[config.mk]
export PLATFORM = sky130hd
export DESIGN_NAME = uart_tx_frame
export DESIGN_NICKNAME = d
export VERILOG_FILES = /design/src/rtl/uart_pkg.sv /design/src/rtl/uart_bit_timer.sv /design/src/rtl/uart_tx_frame.sv
export SDC_FILE = /design/constraint.sdc
export NUM_CORES = 1
export LEC_CHECK = 0
export ABC_AREA = 1
export CAP_MARGIN = 0
export CORE_MARGIN = 8
export CORE_UTILIZATION = 49
export CTS_CLUSTER_DIAMETER = 120
export CTS_CLUSTER_SIZE = 14
export DETAILED_ROUTE_END_ITERATION = 8
export PLACE_DENSITY = 0.8
export SLEW_MARGIN = 10
export SYNTH_ARGS = -nofsm -noshare
export SYNTH_HDL_FRONTEND = slang
export SYNTH_SLANG_ARGS = --single-unit
export TNS_END_PERCENT = 20
[constraint.sdc]
create_clock -name CLK -period 1.4 [get_ports CLK]
set_input_delay 0.21 -clock CLK [delete_from_list [all_inputs] [get_ports CLK]]
set_output_delay 0.21 -clock CLK [all_outputs]
set_load 0.1 [all_outputs]
[src/rtl/uart_pkg.sv]
// Shared UART types and constants.
//   parity_e    : parity mode selector (none / odd / even)
//   tx_state_e  : transmitter frame states
//   IDLE_LEVEL  : line level while no frame is being sent
//   parity_bit  : turns the XOR of the data bits into the transmitted parity bit
package uart_pkg;

  typedef enum logic [1:0] {
    PARITY_NONE,
    PARITY_ODD,
    PARITY_EVEN
  } parity_e;

  typedef enum logic [2:0] {
    IDLE,
    START,
    DATA,
    PARITY,
    STOP
  } tx_state_e;

  localparam logic IDLE_LEVEL = 1'b1;

  // ones_xor is the reduction XOR of the data word; odd parity inverts it so
  // that data plus parity always holds an odd number of ones.
  function automatic logic parity_bit(input parity_e mode, input logic ones_xor);
    return (mode == PARITY_ODD) ? ~ones_xor : ones_xor;
  endfunction

endpackage

[src/rtl/uart_bit_timer.sv]
// Per-bit clock divider for the UART.
// Counts 0..CLKS_PER_BIT-1 and pulses bit_done on the terminal count, then
// wraps to 0 so consecutive bits are back to back.
// Ports:
//   CLK      in  system clock
//   Reset    in  asynchronous active-high reset
//   clear    in  holds the count at 0 (line idle)
//   bit_done out one-cycle pulse on the last cycle of each bit period
module uart_bit_timer #(
  parameter int CLKS_PER_BIT = 16
) (
  input  logic CLK,
  input  logic Reset,
  input  logic clear,
  output logic bit_done
);

  localparam int CW = (CLKS_PER_BIT > 1) ? $clog2(CLKS_PER_BIT) : 1;
  localparam logic [CW-1:0] TERMINAL = CW'(CLKS_PER_BIT - 1);

  logic [CW-1:0] count;

  assign bit_done = !clear && (count == TERMINAL);

  always_ff @(posedge CLK or posedge Reset) begin
    if (Reset) begin
      count <= '0;
    end else if (clear || bit_done) begin
      count <= '0;
    end else begin
      count <= count + 1'b1;
    end
  end

endmodule

[src/rtl/uart_tx_frame.sv]
// Parametrised UART transmitter with valid/ready input handshake.
// Frame: start bit, DATA_BITS data bits LSB first, optional parity bit,
// STOP_BITS stop bits; every bit is held for CLKS_PER_BIT clocks.
// Ports:
//   CLK     in  system clock
//   Reset   in  asynchronous active-high reset
//   EN      in  enable; gates acceptance of new words only
//   DataIN  in  word to send, captured on the accept edge
//   Valid   in  DataIN holds a word to send
//   Ready   out a word can be accepted this cycle
//   tx      out serial line, idle high
//   Busy    out frame in progress
module uart_tx_frame #(
  parameter int DATA_BITS    = 8,
  parameter int CLKS_PER_BIT = 16,
  parameter int PARITY       = 0,
  parameter int STOP_BITS    = 1
) (
  input  logic                 CLK,
  input  logic                 Reset,
  input  logic                 EN,
  input  logic [DATA_BITS-1:0] DataIN,
  input  logic                 Valid,
  output logic                 Ready,
  output logic                 tx,
  output logic                 Busy
);

  import uart_pkg::*;

  // The PARITY parameter shadows the PARITY state name, so the state is
  // always referenced through the package.
  localparam parity_e PAR_MODE = parity_e'(PARITY);

  localparam int DCW = $clog2(DATA_BITS);
  localparam logic [DCW-1:0] LAST_DATA = DCW'(DATA_BITS - 1);
  localparam logic           LAST_STOP = 1'(STOP_BITS - 1);

  tx_state_e            state;
  tx_state_e            state_next;
  logic [DATA_BITS-1:0] shift_q;
  logic [DATA_BITS-1:0] shift_d;
  logic [DCW-1:0]       data_cnt;
  logic [DCW-1:0]       data_cnt_d;
  logic                 stop_cnt;
  logic                 stop_cnt_d;
  logic                 parity_q;
  logic                 parity_d;
  logic                 bit_done;
  logic                 timer_clear;
  logic                 last_stop;
  logic                 accept;

  uart_bit_timer #(
    .CLKS_PER_BIT(CLKS_PER_BIT)
  ) u_bit_timer (
    .CLK     (CLK),
    .Reset   (Reset),
    .clear   (timer_clear),
    .bit_done(bit_done)
  );

  always_ff @(posedge CLK or posedge Reset) begin
    if (Reset) begin
      state    <= IDLE;
      shift_q  <= '0;
      data_cnt <= '0;
      stop_cnt <= 1'b0;
      parity_q <= 1'b0;
    end else begin
      state    <= state_next;
      shift_q  <= shift_d;
      data_cnt <= data_cnt_d;
      stop_cnt <= stop_cnt_d;
      parity_q <= parity_d;
    end
  end

  always_comb begin
    state_next  = state;
    shift_d     = shift_q;
    data_cnt_d  = data_cnt;
    stop_cnt_d  = stop_cnt;
    parity_d    = parity_q;
    tx          = IDLE_LEVEL;
    Busy        = (state != IDLE);
    timer_clear = (state == IDLE);

    // Ready opens on the final cycle of the last stop bit as well as in IDLE,
    // so a waiting word starts its start bit with no idle gap.
    last_stop = (state == STOP) && bit_done && (stop_cnt == LAST_STOP);
    Ready     = !Reset && EN && ((state == IDLE) || last_stop);
    accept    = Valid && Ready;

    case (state)
      IDLE: begin
        tx = IDLE_LEVEL;
      end
      START: begin
        tx = 1'b0;
        if (bit_done) begin
          state_next = DATA;
        end
      end
      DATA: begin
        tx = shift_q[0];
        if (bit_done) begin
          shift_d = shift_q >> 1;
          if (data_cnt == LAST_DATA) begin
            data_cnt_d = '0;
            state_next = (PAR_MODE == PARITY_NONE) ? STOP : uart_pkg::PARITY;
          end else begin
            data_cnt_d = data_cnt + 1'b1;
          end
        end
      end
      uart_pkg::PARITY: begin
        tx = parity_q;
        if (bit_done) begin
          state_next = STOP;
        end
      end
      STOP: begin
        tx = 1'b1;
        if (bit_done) begin
          if (last_stop) begin
            stop_cnt_d = 1'b0;
            state_next = IDLE;
          end else begin
            stop_cnt_d = stop_cnt + 1'b1;
          end
        end
      end
      default: begin
        state_next = IDLE;
      end
    endcase

    // Accept only happens in IDLE or on the last stop cycle, so it overrides
    // whatever the state case chose.
    if (accept) begin
      state_next = START;
      shift_d    = DataIN;
      parity_d   = parity_bit(PAR_MODE, ^DataIN);
    end
  end

endmodule

# Word level (Yosys, flattened, before mapping)
# Cells that the tools add are included.
dict set report op_classes {
  n_addsub 3
  n_eq_ne 13
  n_mux 15
  bitwise_logic 1
  n_reduce_logical 19
}
# op count
set ops {}
lappend ops {{2-to-1 mux 3 bit} 8}
lappend ops {{2-to-1 mux 8 bit} 3}
lappend ops {{!= test 3 bit (second input constant)} 6}
lappend ops {{one-hot mux 3 bit (5 select lines)} 1}
lappend ops {{parity 8 bit} 1}
lappend ops {{AND reduction 7 bit} 1}
lappend ops {{== test 3 x 2 -> 1 bit (second input constant)} 2}
lappend ops {{== test 3 bit (second input constant)} 2}
lappend ops {{logical AND 1 bit} 6}
lappend ops {{AND reduction 2 bit} 3}
lappend ops {{adder 4 x 1 -> 4 bit (second input constant)} 1}
lappend ops {{== test 4 bit (second input constant)} 1}
lappend ops {{2-to-1 mux 4 bit} 1}
lappend ops {{nonzero test 2 bit} 2}
lappend ops {{adder 3 x 1 -> 3 bit (second input constant)} 1}
lappend ops {{== test 3 x 1 -> 1 bit (second input constant)} 1}
lappend ops {{logical NOT 3 bit} 1}
lappend ops {{one-hot mux 1 bit (3 select lines)} 1}
lappend ops {{nonzero test 3 bit} 1}
lappend ops {{logical NOT 1 bit} 2}
lappend ops {{logical OR 1 bit} 2}
lappend ops {{!= test 2 bit (second input constant)} 1}
lappend ops {{adder 1 bit (second input constant)} 1}
lappend ops {{2-to-1 mux 1 bit} 1}
lappend ops {{inverter 1 bit} 1}
dict set report word_totals {
  regBits 20
  inputBits 12
  out_inout_bits 3
  wordCells 57
}

# Longest topological paths before layout
dict set report depth {
  word_depth 10
  depth_mapped 9
  ltp_nobuf 9
}

# Hierarchy
# Synthesis repeated with hierarchy kept, for this count alone.
dict set report unflattened {
  hier_cells 178
  area_unflattened_um2 1273.7
}
# module n_inst cells_per_inst area_each_um2 seq_area_each_um2
set by_module_without_submodules {}
lappend by_module_without_submodules {uart_tx_frame 1 158 1076.0 400.4}
lappend by_module_without_submodules {uart_bit_timer 1 20 197.7 100.1}

# Worst setup path before layout
# OpenSTA, ideal clock, no wires.
dict set report synth_path {
  kind {register to output}
  from {reg state[2]}
  to {out tx}
  arrival_time_ns 2.079
  path_slack_ns -0.889
  path_stages_with_launch 5
  cell_sequence {dfrtp_1 > inv_2 > nand2_1 > a21oi_1 > a21oi_1}
}
dict set report synth_via {
  elab_chain_cells 2
  elab_cells_between_ends 4
  classes_between {eq/ne (3); mux (1)}
}
# element line
set synth_rtl {}
lappend synth_rtl {{from (decl)} uart_tx_frame.sv:39} ;# tx_state_e state;
lappend synth_rtl {{from (signal assigned)} uart_tx_frame.sv:71} ;# state <= state_next;
lappend synth_rtl {{== test 3 x 2 -> 1 bit / == test 3 x 1 -> 1 bit (equally long branches)} uart_tx_frame.sv:95} ;# case (state)
lappend synth_rtl {{one-hot mux 1 bit (3 select lines) (*)} uart_tx_frame.sv:95}
lappend synth_rtl {{to (decl)} uart_tx_frame.sv:25} ;# output logic tx,
# Mark *: on every way between the ends. The rest lies on a longest branch, timed or not.

# Worst setup path in the final report
dict set report layout_path {
  from {reg state[0]}
  to {out Ready}
}
dict set report layout_via {
  elab_chain_cells 7
  elab_cells_between_ends 8
  classes_between {eq/ne (1); reduce/logical (7)}
}
# element line
set layout_rtl {}
lappend layout_rtl {{logical NOT 3 bit} {uart_tx_frame.sv:87, uart_tx_frame.sv:92}}
lappend layout_rtl {{logical NOT 1 bit} uart_bit_timer.sv:23} ;# assign bit_done = !clear && (count == TERMINAL);
lappend layout_rtl {{logical AND 1 bit} uart_bit_timer.sv:23}
lappend layout_rtl {{logical AND 1 bit (2 in a row)} uart_tx_frame.sv:91} ;# last_stop = (state == STOP) && bit_done && (stop_cnt == LAST_STOP);
lappend layout_rtl {{logical OR 1 bit (*)} uart_tx_frame.sv:92} ;# Ready = !Reset && EN && ((state == IDLE) || last_stop);
lappend layout_rtl {{logical AND 1 bit (*)} uart_tx_frame.sv:92}
lappend layout_rtl {{to (decl)} uart_tx_frame.sv:24} ;# output logic Ready,
# Marked as above.

==> results_dict.tcl <==
set metrics [dict create \
    status "complete, but fails checks" \
    violated_checks "setup timing" \
    initial_core_util 0.507 \
    die_area_mm2 0.00435 \
    worstSkewPairLatency_ns 0.30 \
    final_critical_path_setup_slack_ns -0.310 \
    path_cells "inv_2, nand2_4, nor2_4, inv_8, nand2_8, nand2_4, clkinvlp_4, buf_12" \
    crit-reg2reg-launch "state[0]" \
    netSwitchingFraction 0.239 \
    post_drt_via_cell_ratio 5.14 \
    avgSynthCellArea_um2 7.88 \
    finalHoldWorstSlack_ns 0.276 \
    fin_crit_sh 1.22 \
    worst_slew_pin_slew_ns 0.258 \
    io-pin-count 15 \
    timing.rr.end "shift_q[0]" \
    vias 1147 \
    post_synth_fa_ha_maj_area_fraction 0.0307 \
    n_fill_cell 184 \
    dr.first_iter.drc_count 36 \
    grt-ovfl-total 0 \
    cp.required_ns 1.19 \
    yosys_register_bits 20 \
    finalWirelength_um 2950 \
    buffer_ports.inserted 14 \
    synthCells 155 \
    drive_above_1_share 0.306 \
    timing.max_cap.violations 0 \
    pwr-share-comb 0.121 \
    largest_net_degree_at_the_start_of_global_routing 21 \
    p_per_area_mw_per_mm2 547 \
    criticalPathCategory "register to primary output" \
    clock_buffers_created_by_tritoncts 3 \
    postLayoutCellArea_mm2 0.00176 \
    detail_route.wl_per_cell_um 13.2 \
    crit_slowest_cell "dfrtp_1" \
    tritoncts "done" \
    num_rows 18 \
    design.final.nets 210 \
    ys.warnings.count 0 \
    grt_first_pass_wirelength_um 5150 \
    clock_power_share 0.280 \
    cts_max_path_buffers 2 \
    slew_violations 0 \
    firstDrtPassIters 4 \
    syn-num-nets 170 \
    worst_setup_hold_path_clk_slew_ns 0.11 \
    fp.dieH_um 65.9 \
    syn_to_final_growth_pct 44.2 \
    gp_routability_congestion 0.812 \
    synth.top_cell.area_share 0.410 \
    synth_seq_area_share 0.410 \
    worstSetupStartpointType "register" \
    synth_area_leader_cell "dfrtp_1" \
    slew_headroom 0.828 \
    power_leakage_nw 0.903 \
    synthSimpleGateAreaFrac 0.369 \
    synthesis.area_mm2 0.00122 \
    pwr-share-seq 0.600 \
    antennaDiodeCount 0 \
    numClockSinks 20 \
    slowest_delay_ns 0.42 \
    netSwitchingPower_mw 0.230 \
    die-width_um 65.9 \
    timing.final.hold_violations 0 \
    synth_top_family_by_area "simple AND/OR/NAND/NOR gates" \
    synth_compound_gate_area_share 0.0430 \
    timing.critical_path.arrival_ns 1.50 \
    final_antenna_net_count 0 \
    crit_path_end_kind "primary output" \
    rsz0062_at_grt "yes" \
    number_of_distinct_standard_cells_referenced_by_the_synthesized_netlist 24 \
    synth_xor_area_frac 0.0574 \
    stdcell_count 223 \
    synthMuxAreaShare 0 \
    pre_cts_ws_ns -0.0730 \
    place_inst 213 \
    detailed_place_hpwl_um 2110 \
    crit_path_frequent_cell "nand2_4" \
    cts-root-buf "clkbuf_4" \
    setup.reg_to_reg.worst_slack_ns -0.22 \
    hp-class "input port to async pin" \
    drt_drc_violations_left 0 \
    ir_drop_uv 407 \
    timing.clock.skew_ns 0.00512 \
    maxClockFrequency_mhz 585 \
    worstPathMaxFanout 3 \
    postPlaceCellArea_mm2 0.00159 \
    grt_util_all_layers 0.149 \
    post-route-min-period_ns 1.71 \
    power.internal_mw 0.732 \
    cts_hold_repair.buffers 0 \
    core_area_mm2 0.00241 \
    initial_antenna_violation_count 0 \
    reg2regPathDepth 12 \
    number_of_global_route_vias_before_repair 1255 \
    post_synth_main_area_contributors "dfrtp_1 41%, nand2_1 18%, inv_1 5.2%" \
    finalSetupViolCount 16 \
    cts-htree-levels 1 \
]
[cell usage after synthesis]
cell,number
nor2_1,5
nor3_1,1
nand3_1,7
o31ai_1,1
nand4_1,8
nand2_4,1
o21ai_0,2
ha_1,3
nor2_2,3
o21a_1,1
nand3_4,2
a21oi_1,4
nand3_2,4
inv_1,17
o21bai_1,1
dfrtp_1,20
nor3_4,1
inv_2,5
clkbuf_2,1
xor2_1,3
xnor2_1,5
nand2_1,57
nand2_2,1
buf_6,2
[placed cells by master, fill, tap and decap left out]
master           count
xor2_1               3
nor2_2               1
a21oi_2              1
nand3_1              7
buf_12               3
nor2_4               2
clkdlybuf4s50_1     11
nand2_1             53
nand2_2              1
a21oi_1              1
dfrtp_1             20
nand3_2              3
clkbuf_4             3
buf_6                9
o31ai_1              1
clkinvlp_4           1
o21ai_1              2
nor2_1               5
nand2_4              4
a21oi_4              2
buf_4               15
nand2_8              1
nand4_1              8
inv_4                2
o21a_1               1
xnor2_1              5
nor3_4               2
inv_8                1
ha_4                 1
nand3_4              3
ha_1                 2
inv_1               14
inv_2                4
o21bai_1             1
[state kept, by name, indices dropped and copies added, names as in the netlist]
register           cells
stop_cnt               1
state                  3
data_cnt               3
shift_q                8
parity_q               1
u_bit_timer.count      4
[metrics by stage]
| stage | total power [mW] | utilization | TNS (ns) |
|---|---|---|---|
| floorplan | 0.648 | - | -0.679 |
| global placement | 0.698 | 0.661 | -0.460 |
| detailed placement | 0.706 | 0.661 | -0.626 |
| CTS | 0.969 | 0.719 | -2.19 |
| global route | 1.01 | 0.731 | -4.08 |
| finish | 0.963 | 0.731 | -2.56 |
[final cells by class]
| class | instances | area, µm² | share of cell area |
|---|---|---|---|
| multi-input combinational | 110 | 717 | 0.407 |
| clock buffer | 3 | 22.5 | 0.0128 |
| inverter | 22 | 98.8 | 0.0561 |
| sequential | 20 | 500 | 0.284 |
| timing repair buffer | 38 | 384 | 0.218 |
| tap | 30 | 37.5 | 0.0213 |
[critical path, delay by kind of cell (launching register included)]
kind | cells | cell delay (ns)
AND/OR/NAND/NOR | 4 | 0.37
flip-flops | 1 | 0.42
buffers and inverters | 4 | 0.40
[routing by layer]
layer | global-route usage | up-vias | routed length, µm
li1 | - | 566 | -
met1 | 0.155 | 539 | 1160
met2 | 0.264 | 30 | 1560
met3 | 0.0237 | 12 | 114
met4 | 0.106 | 0 | 110
met5 | 0 | - | 0
[worst max-delay path by stage]
stage                                     from         end  slack, ns  cells after the start
after floorplan                       state[0]       Ready      -0.17                      7
after global placement                      EN  shift_q[0]      -0.07                      7
after detailed placement                    EN  shift_q[2]      -0.07                      7
after CTS                 u_bit_timer.count[0]       Ready      -0.31                      8
after global routing                  state[0]       Ready      -0.37                      8
final                                 state[0]       Ready      -0.31                      8
[power by group through the flow]
stage / clock network, mW / logic [mW] / registers (mW)
global route: 0.301 / 0.131 / 0.578
detailed placement: 0 / 0.117 / 0.589
global placement: 0 / 0.110 / 0.589
CTS: 0.274 / 0.117 / 0.577
floorplan: 0 / 0.0598 / 0.589
finish: 0.269 / 0.116 / 0.577
[cell families (layout without fill, tap and decap cells)]
group | Yosys count | count (layout)
simple gates | 90 | 90
buf+inv | 25 | 63
flops | 20 | 20
compound gates | 9 | 9
xor+xnor | 8 | 8
fa+ha+maj | 3 | 3
[what timing repair did]
item | 4_1_cts | 5_1_grt
resized for setup | 16 | 11
endpoints found under the setup margin | 15 | 18
buffers inserted | 9 | 2
pin swaps | 5 | 6
Power figures use the tool's default switching activity.
